[config.mk]
export PLATFORM = sky130hd
export DESIGN_NAME = load_store_unit
export DESIGN_NICKNAME = d
export VERILOG_FILES = /design/src/rtl/riscv_lsu_pkg.sv /design/src/rtl/lsu_align.sv /design/src/rtl/load_store_unit.sv
export SDC_FILE = /design/constraint.sdc
export NUM_CORES = 1
export LEC_CHECK = 0
export CAP_MARGIN = 20
export CELL_PAD_IN_SITES_DETAIL_PLACEMENT = 2
export CELL_PAD_IN_SITES_GLOBAL_PLACEMENT = 2
export CORE_AREA = 8 8 142 144
export CTS_BUF_LIST = sky130_fd_sc_hd__clkbuf_8
export CTS_CLUSTER_DIAMETER = 120
export DETAILED_ROUTE_END_ITERATION = 8
export DIE_AREA = 0 0 150 152
export PLACE_DENSITY_LB_ADDON = 0.2
export SETUP_SLACK_MARGIN = 0.05
export SLEW_MARGIN = 40
export SYNTH_ARGS = -nofsm -noshare
export SYNTH_HDL_FRONTEND = slang
export SYNTH_HIERARCHICAL = 1
export SYNTH_SLANG_ARGS = --single-unit
[constraint.sdc]
create_clock -name clk -period 4.1 [get_ports clk]
set_input_delay 1.025 -clock clk [delete_from_list [all_inputs] [get_ports clk]]
set_output_delay 1.025 -clock clk [all_outputs]
set_load 0.05 [all_outputs]
[src/rtl/riscv_lsu_pkg.sv]
// Shared definitions for the MEM-stage load/store unit: funct3 codes, FSM
// state encoding and the access-legality rule.
package riscv_lsu_pkg;

    localparam logic [2:0] F3_B  = 3'b000;
    localparam logic [2:0] F3_H  = 3'b001;
    localparam logic [2:0] F3_W  = 3'b010;
    localparam logic [2:0] F3_BU = 3'b100;
    localparam logic [2:0] F3_HU = 3'b101;

    typedef enum logic [1:0] {
        S_IDLE = 2'b00,
        S_REQ  = 2'b01,
        S_RESP = 2'b10,
        S_DONE = 2'b11
    } lsu_state_e;

    // Natural alignment for the access size; unsigned sizes exist only for loads.
    function automatic logic lsu_legal(input logic i_store, input logic [2:0] i_f3,
                                       input logic [1:0] i_off);
        logic ok;
        ok = 1'b0;
        case (i_f3)
            F3_B:    ok = 1'b1;
            F3_H:    ok = ~i_off[0];
            F3_W:    ok = (i_off == 2'b00);
            F3_BU:   ok = ~i_store;
            F3_HU:   ok = ~i_store & ~i_off[0];
            default: ok = 1'b0;
        endcase
        return ok;
    endfunction

endpackage

[src/rtl/lsu_align.sv]
// Combinational byte-lane logic: store data replication and strobes, and
// load-word extraction with sign/zero extension.
module lsu_align
    import riscv_lsu_pkg::*;
(
    input  logic [1:0]  i_st_size,
    input  logic [1:0]  i_st_offset,
    input  logic [31:0] i_st_data,
    output logic [31:0] o_st_wdata,
    output logic [3:0]  o_st_wstrb,
    input  logic [2:0]  i_ld_funct3,
    input  logic [1:0]  i_ld_offset,
    input  logic [31:0] i_ld_rdata,
    output logic [31:0] o_ld_data
);

    logic [31:0] w_shifted;

    always_comb begin
        o_st_wdata = i_st_data;
        o_st_wstrb = 4'b1111;
        case (i_st_size)
            2'b00: begin
                o_st_wdata = {4{i_st_data[7:0]}};
                o_st_wstrb = 4'b0001 << i_st_offset;
            end
            2'b01: begin
                o_st_wdata = {2{i_st_data[15:0]}};
                o_st_wstrb = 4'b0011 << i_st_offset;
            end
            default: ;
        endcase
    end

    // Bring the addressed byte/half down to bit 0 before extending.
    assign w_shifted = i_ld_rdata >> {i_ld_offset, 3'b000};

    always_comb begin
        o_ld_data = w_shifted;
        case (i_ld_funct3)
            F3_B:    o_ld_data = {{24{w_shifted[7]}}, w_shifted[7:0]};
            F3_H:    o_ld_data = {{16{w_shifted[15]}}, w_shifted[15:0]};
            F3_BU:   o_ld_data = {24'b0, w_shifted[7:0]};
            F3_HU:   o_ld_data = {16'b0, w_shifted[15:0]};
            default: ;
        endcase
    end

endmodule

[src/rtl/load_store_unit.sv]
// MEM-stage data-memory client: turns EX/MEM load/store control into a
// valid/ready bus request, stalls until done, and returns extended load data.
module load_store_unit
    import riscv_lsu_pkg::*;
#(
    parameter int ADDR_WIDTH = 32
) (
    input  logic                  clk,
    input  logic                  rst_n,
    input  logic                  mem_read,
    input  logic                  mem_write,
    input  logic [2:0]            funct3,
    input  logic [ADDR_WIDTH-1:0] addr,
    input  logic [31:0]           store_data,
    output logic                  stall,
    output logic [31:0]           load_data,
    output logic                  mem_exc,
    output logic                  req_valid,
    input  logic                  req_ready,
    output logic                  req_we,
    output logic [ADDR_WIDTH-1:0] req_addr,
    output logic [31:0]           req_wdata,
    output logic [3:0]            req_wstrb,
    input  logic                  resp_valid,
    input  logic [31:0]           resp_rdata
);

    lsu_state_e            r_state;
    lsu_state_e            w_state_nxt;
    logic                  r_req_we;
    logic [ADDR_WIDTH-1:0] r_req_addr;
    logic [31:0]           r_req_wdata;
    logic [3:0]            r_req_wstrb;
    logic [2:0]            r_f3;
    logic [1:0]            r_off;
    logic [31:0]           r_load_data;

    logic                  w_active;
    logic                  w_legal;
    logic                  w_idle;
    logic                  w_start;
    logic [31:0]           w_wdata;
    logic [3:0]            w_wstrb;
    logic [31:0]           w_ld_data;

    assign w_active = mem_read | mem_write;
    assign w_legal  = lsu_legal(mem_write, funct3, addr[1:0]);
    assign w_idle   = (r_state == S_IDLE);
    // Gating with rst_n keeps stall/mem_exc quiet while reset is held.
    assign w_start  = rst_n & w_idle & w_active & w_legal;
    assign mem_exc  = rst_n & w_idle & w_active & ~w_legal;
    assign stall    = w_start | (r_state == S_REQ) | (r_state == S_RESP);

    lsu_align u_align (
        .i_st_size   (funct3[1:0]),
        .i_st_offset (addr[1:0]),
        .i_st_data   (store_data),
        .o_st_wdata  (w_wdata),
        .o_st_wstrb  (w_wstrb),
        .i_ld_funct3 (r_f3),
        .i_ld_offset (r_off),
        .i_ld_rdata  (resp_rdata),
        .o_ld_data   (w_ld_data)
    );

    always_comb begin
        w_state_nxt = r_state;
        case (r_state)
            S_IDLE:  if (w_start) w_state_nxt = S_REQ;
            S_REQ:   if (req_ready) w_state_nxt = r_req_we ? S_DONE : S_RESP;
            S_RESP:  if (resp_valid) w_state_nxt = S_DONE;
            S_DONE:  w_state_nxt = S_IDLE;
            default: w_state_nxt = S_IDLE;
        endcase
    end

    always_ff @(posedge clk or negedge rst_n) begin
        if (!rst_n) begin
            r_state     <= S_IDLE;
            r_req_we    <= 1'b0;
            r_req_addr  <= '0;
            r_req_wdata <= '0;
            r_req_wstrb <= '0;
            r_f3        <= '0;
            r_off       <= '0;
            r_load_data <= '0;
        end else begin
            r_state <= w_state_nxt;
            if (w_start) begin
                r_req_we    <= mem_write;
                r_req_addr  <= {addr[ADDR_WIDTH-1:2], 2'b00};
                r_req_wdata <= w_wdata;
                r_req_wstrb <= mem_write ? w_wstrb : 4'b0000;
                r_f3        <= funct3;
                r_off       <= addr[1:0];
            end
            if ((r_state == S_RESP) && resp_valid) begin
                r_load_data <= w_ld_data;
            end
        end
    end

    assign req_valid = (r_state == S_REQ);
    assign req_we    = r_req_we;
    assign req_addr  = r_req_addr;
    assign req_wdata = r_req_wdata;
    assign req_wstrb = r_req_wstrb;
    assign load_data = r_load_data;

endmodule

# Word-level counts from Yosys, hierarchy flattened
# Cells that the tools add are included.
[totals]
wordCells = 53
ff_bits = 106
in_bits = 105
[op_classes]
mux = 10
bitwise_logic = 11
n_reduce_logical = 7
n_shift = 3
n_eq_ne = 14
[ops]
columns = ["operator", "count"]
rows = [
  ["one-hot mux 32 bit (4 select lines)", 1],
  ["one-hot mux 32 bit (2 select lines)", 1],
  ["right shift 32 x 5 -> 32 bit", 1],
  ["== test 3 bit, second input constant", 4],
  ["one-hot mux 2 bit (4 select lines)", 1],
  ["one-hot mux 4 bit (2 select lines)", 1],
  ["== test 3 x 1 -> 1 bit, second input constant", 2],
  ["logical NOT 2 bit", 3],
  ["logical NOT 3 bit", 2],
  ["2-to-1 mux 2 bit", 3],
  ["bitwise AND 1 bit", 5],
  ["one-hot mux 1 bit (5 select lines)", 1],
  ["== test 2 x 1 -> 1 bit, second input constant", 2],
  ["== test 2 bit, second input constant", 2],
  ["2-to-1 mux 4 bit", 1],
  ["!= test 2 x 1 -> 1 bit, second input constant", 2],
  ["<< shifter 1 x 2 -> 4 bit, first input constant", 1],
  ["<< shifter 2 x 2 -> 4 bit, first input constant", 1],
  ["== test 3 x 2 -> 1 bit, second input constant", 1],
  ["NOT 1 bit", 3],
  ["bitwise OR 1 bit", 3],
  ["AND reduction 3 bit", 1],
  ["!= test 2 bit, second input constant", 1],
  ["logical AND 1 bit", 1],
  ["2-to-1 mux 1 bit", 1],
]

# Longest topological paths before layout
[logic_depth]
ltp_word = 6
depth_mapped = 8
ltp_nobuf = 6

# Modules after synthesis
# Netlist, hierarchy kept.
[modules_own_cells]
columns = ["mod", "cells_per_inst", "seq_area_each_um2", "area_each_um2", "instances"]
rows = [
  ["load_store_unit", 254, 2652.5, 4073.9, 1],
  ["lsu_align", 165, 0.0, 1229.9, 1],
]

# Worst setup path after synthesis
# No wires, ideal clock.
[synth_path]
kind = "input port to output port"
startpoint = "in mem_write"
endpoint = "out stall"
t_arrival_ps = 2212
path_slack_ps = 863
cell_stages = 5
t_required_ps = 3075
cell_sequence = "o211ai_1 > o21bai_2 > buf_2 > buf_2 > nand3_1"
[synth_between]
elab_chain_cells = 6
word_cells_on_any_way = 8
classes_between = "mux: 1; bitwise: 7"
[synth_lines]
columns = ["element", "line", "text"]
rows = [
  ["start: declaration", "load_store_unit.sv:11", "input logic mem_write,"],
  ["NOT 1 bit", "riscv_lsu_pkg.sv:27, riscv_lsu_pkg.sv:28", ""],
  ["bitwise AND 1 bit", "riscv_lsu_pkg.sv:28", "F3_HU: ok = ~i_store & ~i_off[0];"],
  ["one-hot mux 1 bit (5 select lines)", "riscv_lsu_pkg.sv:23", "case (i_f3)"],
  ["bitwise AND 1 bit *", "load_store_unit.sv:50", "assign w_start = rst_n & w_idle & w_active & w_legal;"],
  ["bitwise OR 1 bit * (2 in series)", "load_store_unit.sv:52", "assign stall = w_start | (r_state == S_REQ) | (r_state == S_RESP);"],
  ["end: declaration", "load_store_unit.sv:15", "output logic stall,"],
]
# Mark *: on every way between the ends. The rest lies on a longest branch, timed or not.

# Final worst setup path
[layout_path]
startpoint = "in addr[0]"
endpoint = "out stall"
[layout_between]
elab_chain_cells = 6
word_cells_on_any_way = 7
classes_between = "mux: 1; bitwise: 5; reduce/logical: 1"
[layout_lines]
columns = ["element", "line", "text"]
rows = [
  ["start: declaration", "load_store_unit.sv:13", "input logic [ADDR_WIDTH-1:0] addr,"],
  ["NOT 1 bit", "riscv_lsu_pkg.sv:25, riscv_lsu_pkg.sv:28", ""],
  ["bitwise AND 1 bit", "riscv_lsu_pkg.sv:28", ""],
  ["one-hot mux 1 bit (5 select lines) *", "riscv_lsu_pkg.sv:23", ""],
  ["bitwise AND 1 bit *", "load_store_unit.sv:50", ""],
  ["bitwise OR 1 bit * (2 in series)", "load_store_unit.sv:52", ""],
]
# Marked as above.

==> results <==
## cell type report
| cell class | count | share of cell area, % |
|---|---|---|
| inverter | 5 | 0.242 |
| sequential | 106 | 34.2 |
| clock buffer | 11 | 1.95 |
| timing repair buffer | 214 | 27.6 |
| multi-input combinational | 274 | 31.4 |
| tap | 229 | 3.69 |
| clock inverter | 4 | 0.871 |
## placed cells by master, fill, tap and decap left out, types with 4 or more instances in the layout
master	Yosys	layout
or2_2	9	9
dfrtp_1	106	105
o22ai_1	9	9
clkbuf_8	0	11
a211oi_1	8	8
buf_4	12	8
o2bb2ai_1	8	8
nand2_1	19	19
ha_1	4	4
nor2b_1	9	9
mux2_2	117	117
o21ai_0	14	14
clkdlybuf4s50_1	0	203
inv_1	5	7
nor2_1	5	5
mux2i_1	24	24
a21oi_1	24	24
## report_power, final
part | internal, mW | leakage [nW] | switching, mW | total [mW]
Combinational | 1.66 | 1.82 | 2.73 | 4.39
Clock | 0.371 | 0.118 | 0.357 | 0.727
Sequential | 1.55 | 1.30 | 0.359 | 1.91
## layer usage
layer	global-route usage, %	up-vias
met4	3.43	2
met5	0	-
met2	27.0	128
li1	-	1868
met1	18.2	2101
met3	7.10	11
## worst min-delay path, delay by kind of cell, from the launching register on
kind	cells	cell delay, ns
compound gates	1	0.06
flops	1	0.36
simple gates	1	0.05
## flip-flops by register name, indices dropped and copies added, names as in the netlist
register / cells
load_data: 32
req_wdata: 32
req_addr: 30
req_wstrb: 4
r_f3: 3
r_off: 2
r_state: 2
req_we: 1
## Yosys cell counts (2+ instances only)
library cell	count
a211oi_1	8
a21oi_1	24
buf_1	4
buf_2	13
buf_4	12
buf_6	2
clkbuf_1	4
dfrtp_1	106
ha_1	4
inv_1	5
mux2_2	117
mux2_4	2
mux2i_1	24
nand2_1	19
nand2b_1	2
nor2_1	5
nor2_2	2
nor2b_1	9
o21ai_0	14
o21bai_1	2
o22ai_1	9
o2bb2ai_1	8
or2_2	9
## metrics by stage
stage	utilization [%]	cells	hold slack [ns]
floorplan	-	420	0.489
global placement	42.4	828	0.467
detailed placement	42.4	828	0.484
CTS	43.6	843	0.515
global route	43.6	843	0.529
finish	43.6	843	0.510
## kinds of logic (layout without fill, tap and decap cells)
kind of cell	Yosys count	in the layout	share of synthesized area (%)
mux	144	144	30.1
flops	106	106	50.0
compound gates	72	72	9.32
simple gates	51	51	5.07
buf+inv	40	234	4.27
fa+ha+maj	4	4	0.944
other cells	1	2	0.0707
xor+xnor	1	1	0.165
## final timing paths
check | startpoint | end | cells after the start | slack (ns)
max | addr[0] | stall | 5 | 0.60
min | req_wstrb[2] | req_wstrb[2] | 2 | 0.51
max reg2reg | r_state[1] | req_addr[30] | 7 | 1.53
min reg2reg | req_wstrb[2] | req_wstrb[2] | 2 | 0.51
max in group asynchronous | rst_n | req_wstrb[1] | 3 | 2.25
min in group asynchronous | rst_n | load_data[26] | 2 | 0.79
==> impl_metrics.toml <==
[outcome]
status = "finished clean"

[power_and_ir_drop]
ir_drop_mv = 0.402
pwr_density_cell_nw_per_um2 = 906
total_power_mw = 7.03
p_leak_nw = 3.24

[sta]
setup_viol = 0
hold_viol_final = 0
period_needed_ns = 3.50
tightest_slew_ns = 0.744
layout_setup_ws_ns = 0.597
slew_headroom_pct = 50.4
fmax_ghz = 0.285
rsz0062_at_grt = "false"
finalSetupTns_ns = 0
drv_slew = 0
finalClockSkew_ns = 0.00739
fin_crit_sh_pct = 85.4

[drt]
top_layer = "met5"
drt-vias-per-instance = 4.88
dr.pass1.iters = 4
drt_wl_total_mm = 18.1
vias = 4110
wire_per_inst_um = 21.5
drt_iter0_markers = 112
wl_met3_mm = 1.79
wl_met1_mm = 7.13
drc_errors = 0
wl_met2_mm = 9.04
drt.antenna.violating_nets = 0

[setup_path]
cpPeakStageDelay_ns = 0.56
cpMaxStageDelayCell = "clkdlybuf4s50_1"
crit_family = "buffers and inverters"
endpoint_kind = "output port"
path_class = "input port to output port"
critPathMaxFanout = 8
startpoint_type = "input port"
worstPathCellList = "clkdlybuf4s50_1 -> nor4_2 -> o21bai_4 -> nand3_1 -> buf_12"
cp.required_ns = 3.07
critPathArrivalTime_ns = 2.48
crit_buf_inv = 2

[floorplanning]
rows = 49
dieArea_sq_um = 22800
die_w_um = 150
initial_core_util_pct = 29.8
ios = 209
core_area_sq_um = 17800
die_h_um = 152

[cts]
cts_buffer_depth = 2
postCtsSetupRepairBufs = 0
clk_latency_ns = 0.37
root_buffer = "clkbuf_8"
tritoncts = "done"
post_cts_resize_count = 0
h-tree-depth = 3
cts_buffers = 9
clock_sinks = 106
clkTransAtPathRegs_ns = 0.10
cts_hold_buf = 0

[placed_design]
numPortBuffers = 206
hpwl_mm = 13.8
dpl_cell_area_sq_um = 7540
pre_cts_slack_ns = 0.525
finalWeightedCongestion = 0.774

[finish]
seq_area_sq_um = 2650
multiInputGateArea_sq_um = 2440
drive_above_1_share_pct = 26.2
fill_cells = 1807
final_nets = 719
antenna_cells = 0
fin_area_sq_um = 7760
area.growth.synth_to_final_pct = 46.3

[logic_synthesis]
synth_top_area_cell = "dfrtp_1"
synth.top_cell.area_share_pct = 50.0
synthTopCellsByArea = "dfrtp_1 50%, mux2_2 25%, mux2i_1 4.5%"
synth-main-ff-cell = "dfrtp_1"
async_flop_share_pct = 100
synth-seq-cells = 106
synth_edf_count = 0
ys_warn_count = 6
synth_cells = 419
syn_avg_cell_area_sq_um = 12.7
synth_area_sq_um = 5300
ys_seq_area_share_pct = 50.0
ys_types = 38

[global_route]
grt_pass1_wl_mm = 28.3
grt_use_total_pct = 16.0
grt_max_degree = 66
grt_overflow = 0
antenna_found_initial = 1
grt_pass1_vias = 4800

[flow_run]
cap_violations = 0

[min_path]
hold_path.class = "flop to flop"
No activity file was read; power rests on OpenSTA's default activity.
